===== src/rtl/uart_tx_fifo_pkg.sv =====
// Shared definitions for the UART transmit buffer: byte width, default
// depth and the loader FSM state encoding.
package uart_pkg;

  localparam int unsigned BYTE_W        = 8;
  localparam int unsigned DEFAULT_DEPTH = 16;

  typedef enum logic [1:0] {
    IDLE      = 2'd0,
    LOAD      = 2'd1,
    WAIT_BUSY = 2'd2,
    WAIT_DONE = 2'd3
  } tx_state_e;

endpackage


===== src/rtl/uart_tx_fifo_if.sv =====
// Bundle of the processor write port and the UART load handshake.
//   slave  : buffer side (uart_tx_fifo)
//   master : environment side (processor write port + UART transmitter)
// Signals: wr_en/wr_data/clr_ovf/en/tx_empty flow into the buffer;
//          full/count/overflow/tx_enable/ld_tx_data/tx_data flow out.
interface uart_tx_fifo_if #(
  parameter int unsigned ADDR_W = 4
);
  import uart_pkg::*;

  logic              wr_en;
  logic [BYTE_W-1:0] wr_data;
  logic              full;
  logic [ADDR_W:0]   count;
  logic              overflow;
  logic              clr_ovf;
  logic              en;
  logic              tx_enable;
  logic              ld_tx_data;
  logic [BYTE_W-1:0] tx_data;
  logic              tx_empty;

  modport slave (
    input  wr_en, wr_data, clr_ovf, en, tx_empty,
    output full, count, overflow, tx_enable, ld_tx_data, tx_data
  );

  modport master (
    output wr_en, wr_data, clr_ovf, en, tx_empty,
    input  full, count, overflow, tx_enable, ld_tx_data, tx_data
  );

endinterface


===== src/rtl/uart_tx_fifo_mem.sv =====
// fifo_sync_mem: DEPTH x BYTE_W storage with one registered write port and
// a combinational read of the addressed slot.
// Ports: clk, we/waddr/wdata (write), raddr/rdata (read).
module fifo_sync_mem
  import uart_pkg::*;
#(
  parameter int unsigned DEPTH  = DEFAULT_DEPTH,
  parameter int unsigned ADDR_W = 4
) (
  input  logic              clk,
  input  logic              we,
  input  logic [ADDR_W-1:0] waddr,
  input  logic [BYTE_W-1:0] wdata,
  input  logic [ADDR_W-1:0] raddr,
  output logic [BYTE_W-1:0] rdata
);

  logic [BYTE_W-1:0] mem [DEPTH];

  always_ff @(posedge clk) begin
    if (we) mem[waddr] <= wdata;
  end

  assign rdata = mem[raddr];

endmodule


===== src/rtl/uart_tx_fifo.sv =====
// uart_tx_fifo: byte FIFO in front of a UART transmitter. Bytes pushed on
// the write port are queued and handed to the UART one at a time using the
// ld_tx_data / tx_data / tx_empty handshake.
// Ports: txclk (clock), reset (sync, active-high), bus (uart_tx_fifo_if.slave).
// Parameters: DEPTH (power of two, >= 2), ADDR_W = log2(DEPTH).
module uart_tx_fifo
  import uart_pkg::*;
#(
  parameter int unsigned DEPTH  = DEFAULT_DEPTH,
  parameter int unsigned ADDR_W = 4
) (
  input  logic           txclk,
  input  logic           reset,
  uart_tx_fifo_if.slave  bus
);

  localparam int unsigned     CNT_W     = ADDR_W + 1;
  localparam logic [CNT_W-1:0] DEPTH_CNT = CNT_W'(DEPTH);

  tx_state_e         state;
  logic [ADDR_W-1:0] wr_ptr;
  logic [ADDR_W-1:0] rd_ptr;
  logic [CNT_W-1:0]  count_q;
  logic              overflow_q;
  logic              ld_q;
  logic [BYTE_W-1:0] tx_data_q;
  logic [BYTE_W-1:0] head;

  logic full_w;
  logic pop;
  logic push_ok;
  logic push_drop;

  // A pop is the IDLE->LOAD transition itself; a push into a full FIFO is
  // still accepted when it coincides with that pop.
  always_comb begin
    full_w    = (count_q == DEPTH_CNT);
    pop       = (state == IDLE) && (count_q != '0) && bus.en && bus.tx_empty;
    push_ok   = bus.wr_en && (!full_w || pop);
    push_drop = bus.wr_en && !push_ok;
  end

  fifo_sync_mem #(
    .DEPTH  (DEPTH),
    .ADDR_W (ADDR_W)
  ) u_mem (
    .clk   (txclk),
    .we    (push_ok),
    .waddr (wr_ptr),
    .wdata (bus.wr_data),
    .raddr (rd_ptr),
    .rdata (head)
  );

  always_ff @(posedge txclk) begin
    if (reset) begin
      wr_ptr     <= '0;
      rd_ptr     <= '0;
      count_q    <= '0;
      overflow_q <= 1'b0;
    end else begin
      if (push_ok) wr_ptr <= wr_ptr + 1'b1;
      if (pop)     rd_ptr <= rd_ptr + 1'b1;
      case ({push_ok, pop})
        2'b10:   count_q <= count_q + 1'b1;
        2'b01:   count_q <= count_q - 1'b1;
        default: ;
      endcase
      // A drop in the same cycle as clr_ovf wins.
      if (push_drop)         overflow_q <= 1'b1;
      else if (bus.clr_ovf)  overflow_q <= 1'b0;
    end
  end

  always_ff @(posedge txclk) begin
    if (reset) begin
      state     <= IDLE;
      ld_q      <= 1'b0;
      tx_data_q <= '0;
    end else begin
      ld_q <= 1'b0;
      case (state)
        IDLE: begin
          if (pop) begin
            tx_data_q <= head;
            ld_q      <= 1'b1;
            state     <= LOAD;
          end
        end
        LOAD:      state <= WAIT_BUSY;
        WAIT_BUSY: if (!bus.tx_empty) state <= WAIT_DONE;
        WAIT_DONE: if (bus.tx_empty)  state <= IDLE;
        default:   state <= IDLE;
      endcase
    end
  end

  assign bus.full       = full_w;
  assign bus.count      = count_q;
  assign bus.overflow   = overflow_q;
  assign bus.tx_enable  = bus.en;
  assign bus.ld_tx_data = ld_q;
  assign bus.tx_data    = tx_data_q;

endmodule

===== src/flat_wrapper.sv =====
// flat-port wrapper written by rule: the top's interface ports become plain ports
module uart_tx_fifo_flat import uart_pkg::*;
#(
  parameter int unsigned DEPTH  = DEFAULT_DEPTH,
  parameter int unsigned ADDR_W = 4
)
  (txclk, reset, bus_wr_en, bus_wr_data, bus_clr_ovf, bus_en, bus_tx_empty, bus_full, bus_count, bus_overflow, bus_tx_enable, bus_ld_tx_data, bus_tx_data);
  uart_tx_fifo_if #(.ADDR_W(ADDR_W)) bus_i ();
  input  logic txclk;
  input  logic reset;
  input wire logic [$bits(bus_i.wr_en)-1:0] bus_wr_en;
  input wire logic [$bits(bus_i.wr_data)-1:0] bus_wr_data;
  input wire logic [$bits(bus_i.clr_ovf)-1:0] bus_clr_ovf;
  input wire logic [$bits(bus_i.en)-1:0] bus_en;
  input wire logic [$bits(bus_i.tx_empty)-1:0] bus_tx_empty;
  output wire logic [$bits(bus_i.full)-1:0] bus_full;
  output wire logic [$bits(bus_i.count)-1:0] bus_count;
  output wire logic [$bits(bus_i.overflow)-1:0] bus_overflow;
  output wire logic [$bits(bus_i.tx_enable)-1:0] bus_tx_enable;
  output wire logic [$bits(bus_i.ld_tx_data)-1:0] bus_ld_tx_data;
  output wire logic [$bits(bus_i.tx_data)-1:0] bus_tx_data;
  assign bus_i.wr_en = bus_wr_en;
  assign bus_i.wr_data = bus_wr_data;
  assign bus_i.clr_ovf = bus_clr_ovf;
  assign bus_i.en = bus_en;
  assign bus_i.tx_empty = bus_tx_empty;
  assign bus_full = bus_i.full;
  assign bus_count = bus_i.count;
  assign bus_overflow = bus_i.overflow;
  assign bus_tx_enable = bus_i.tx_enable;
  assign bus_ld_tx_data = bus_i.ld_tx_data;
  assign bus_tx_data = bus_i.tx_data;
  uart_tx_fifo #(.DEPTH(DEPTH), .ADDR_W(ADDR_W)) u_core (.txclk(txclk), .reset(reset), .bus(bus_i));
endmodule

===== config.mk =====
export PLATFORM = sky130hd
export DESIGN_NAME = uart_tx_fifo_flat
export DESIGN_NICKNAME = d
export VERILOG_FILES = /design/src/rtl/uart_tx_fifo_pkg.sv /design/src/rtl/uart_tx_fifo_if.sv /design/src/rtl/uart_tx_fifo_mem.sv /design/src/rtl/uart_tx_fifo.sv /design/src/flat_wrapper.sv
export SDC_FILE = /design/constraint.sdc
export NUM_CORES = 1
export LEC_CHECK = 0
export CAP_MARGIN = 20
export CORE_MARGIN = 4
export CORE_UTILIZATION = 40
export CTS_CLUSTER_SIZE = 24
export DETAILED_ROUTE_END_ITERATION = 12
export GPL_TIMING_DRIVEN = 0
export HOLD_SLACK_MARGIN = 0.1
export PLACE_DENSITY_LB_ADDON = 0.12
export RECOVER_POWER = 100
export SYNTH_ARGS = -nofsm -noshare
export SYNTH_HDL_FRONTEND = slang
export SYNTH_SLANG_ARGS = --single-unit

===== constraint.sdc =====
create_clock -name txclk -period 6 [get_ports txclk]
set_input_delay 1.2 -clock txclk [delete_from_list [all_inputs] [get_ports txclk]]
set_output_delay 1.2 -clock txclk [all_outputs]
set_load 0.05 [all_outputs]

==> results by group <==
Timing
  – RSZ-0062 raised after global routing: false
  – Period Utilization, post-route: 70.96%
  – Skew final: 0.007706 ns
  – Final Setup Violations: 0
  – Max transition margin: 42.91%
  – Final Hold Vio Count: 0
  – Max-slew violations: 0
  – Final WS setup: 1.742 ns
  – Max Clock Freq: 234.9 MHz
  – Worst-margin pin slew: 0.8524 ns
  – Post-route setup TNS: 0 ns
  – Post-layout min period: 4.258 ns

Critical path
  – CP Max Fanout: 10
  – Worst Setup SP: bus_tx_empty
  – CP endpoint kind: register
  – Reg2reg path depth: 13
  – Most used cell, CP: nand3_1
  – Worst path arrival time: 4.57 ns
  – Crit path kind: primary input to register
  – Critical path's slowest cell: dlygate4sd3_1
  – Crit-path cells: dlygate4sd3_1 -> nand3_1 -> a21oi_1 -> clkbuf_1 -> ha_1 -> inv_1 -> fa_1 -> nor2b_1 -> o21ai_0 -> nand3_1 -> or3b_1 -> mux2_2
  – Crit path largest cell delay: 0.60 ns
  – Worst path required time: 6.31 ns
  – RR Startpoint: u_core.state[0]$_SDFFE_PP0P_
  – CP Launch Type: primary input

Drt
  – Drc violations: 0
  – Total Wirelength: 13.18 mm
  – Via-to-Cell Ratio: 5.243
  – Vias: 3,492
  – DR pass1 iterations: 5
  – Drt first-iter violations: 258
  – DRT antenna net count: 0
  – DR WL/cell: 19.79 µm

Cells and area
  – # diodes: 0
  – Final Non-Filler Cells: 666
  – Final Instance Area: 0.007312 mm²
  – Nets: 494
  – P&R area growth vs syn: 17.78%
  – Share of layout cells above drive strength 1: 9.833%

GRT
  – First-pass GRT wire length: 20.04 mm
  – Antenna violations before repair: 0
  – Most used routing layer: met2
  – Vias in the first global route: 3,408
  – Met1 Track Usage GR: 20.67%
  – GRT Overall Usage: 15.56%
  – Largest net degree at the start of global routing: 17
  – Met3 Use GR: 4.297%
  – Grt total ovfl: 0
  – Met2 usage: 24.93%

Die
  – Core area: 0.01520 mm²
  – Die H: 132.6 µm
  – Die ar.: 0.01758 mm²
  – Placement Rows: 45
  – Initial Util: 40.84%
  – Die X-Extent: 132.6 µm
  – Io pins: 31

Synthesis
  – Ys flop type: edfxtp_1
  – Mapped Cells: 414
  – Synth unique cells: 34
  – Yosys warning count: 0
  – Synth Register Bits: 153
  – Most frequent cell after synthesis: edfxtp_1
  – Async SR Flop Fraction: 0%
  – Post-synth top cells: edfxtp_1, mux2i_1, nor2_1
  – Top cell type's share of synthesized area: 61.91%
  – EDFF count, synth: 128
  – Area of the mapped netlist: 0.006208 mm²
  – Syn avg cell area: 15.00 µm²
  – Synth area leader: edfxtp_1
  – Largest cells by area after synthesis: edfxtp_1, mux2i_1, dfxtp_1
  – Register area share after synthesis: 69.97%
  – Post-Synthesis Net Count: 442

Clocking
  – CTS buffer count: 17
  – H-tree depth: 4
  – Worst skew pair latency: 0.42 ns
  – CTS tree: yes
  – Post-CTS Setup Bufs: 0
  – Worst-case clock buffer depth: 2
  – Root buf cell: clkbuf_16
  – Hold buffers post-CTS: 0
  – CTS resizes: 0
  – CTS Sinks: 153
  – Clock-pin slew on the worst setup and hold paths: 0.06 ns

Status
  – Status: finished, final reports clean

Place
  – DP Cell Count: 633
  – Place WS: 1.387 ns
  – Placer Congestion: 0.8331
  – Placed Area: 0.006744 mm²
  – HPWL after DPL: 9.045 mm
  – Number of port buffers: 29

Run
  – Maximum Capacitance Violations: 0

Hold path
  – Hold Startpoint: u_core.bus.overflow$_SDFFE_PP0P_
  – Worst min-delay path category: register to register
  – Hold Path Cell Cnt: 2

Power
  – Pwr Density: 351.6 mW/mm²
  – Pwr Total: 2571 µW
  – Leak Pwr: 0.002366 µW
  – Worst VDD drop: 0.1920 mV
-- sequential cells by signal (all words and copies together) (netlist names) --
name                   flops
u_core.bus.count           5
u_core.bus.ld_tx_data      1
u_core.bus.overflow        1
u_core.bus.tx_data         8
u_core.rd_ptr              4
u_core.state               2
u_core.u_mem.mem         128
u_core.wr_ptr              4
-- power by group --
group / total, µW / leakage, µW / switching (µW) / internal (µW)
Sequential: 1220 / 0.00136 / 27.1 / 1190
Combinational: 315 / 0.000728 / 206 / 110
Clock: 1040 / 0.000279 / 423 / 616
-- metal layers --
layer | part of all wire, % | up-vias
li1 | - | 1680
met3 | 5.6 | 11
met2 | 49 | 81
met5 | 0 | -
met1 | 45 | 1720
met4 | 0.93 | 0
-- worst paths after layout --
path / slack (ns) / endpoint
min: 0.48 / u_core.bus.overflow$_SDFFE_PP0P_
min reg2reg: 0.48 / u_core.bus.overflow$_SDFFE_PP0P_
max reg2reg: 2.50 / u_core.bus.count[4]$_SDFFE_PP0P_
max: 1.74 / u_core.bus.count[4]$_SDFFE_PP0P_
-- cell families after synthesis --
family | after synthesis | synth area share, %
DFF | 153 | 69.97
and+or+nand+nor | 86 | 6.953
muxes | 68 | 10.98
AOI/OAI and AO/OA | 52 | 5.502
buffers and inverters | 33 | 2.519
adders and majority gates | 14 | 2.942
xor gates and xnor gates | 8 | 1.129
-- metrics by stage --
stage          hold slack, ns  util (%)
4_1_cts                0.4915     48.15
3_3_place_gp           0.4685     44.30
2_1_floorplan          0.5136         -
5_1_grt                0.5007     48.10
3_5_place_dp           0.4833     44.36
6_report               0.4840     48.10
-- critical path, delay by kind of cell --
kind,cells,cell delay [ns]
AO/OA/AOI/OAI,2,0.42
adder cells (fa/ha/maj),2,0.72
AND/OR/NAND/NOR,4,0.81
buffers and inverters,3,1.13
multiplexers,1,0.28
-- layout by cell type, fill, tap and decap left out, types with 11 or more instances in the layout --
cell	instances
inv_1	11
edfxtp_1	128
clkbuf_16	17
clkbuf_1	15
ha_1	13
dlygate4sd3_1	26
mux2i_1	67
o22ai_1	32
nor2_1	41
dfxtp_1	25
-- cell type report --
cell class | count | area (µm²)
buffer | 22 | 113.9
fill | 1320 | 7890
sequential | 153 | 4344
clock inverter | 12 | 142.6
multi-input combinational | 228 | 1697
timing repair buffer | 33 | 305.3
tap | 188 | 235.2
clock buffer | 19 | 432.9
inverter | 11 | 41.29
Note: power is estimated with default switching activity, not from simulation.
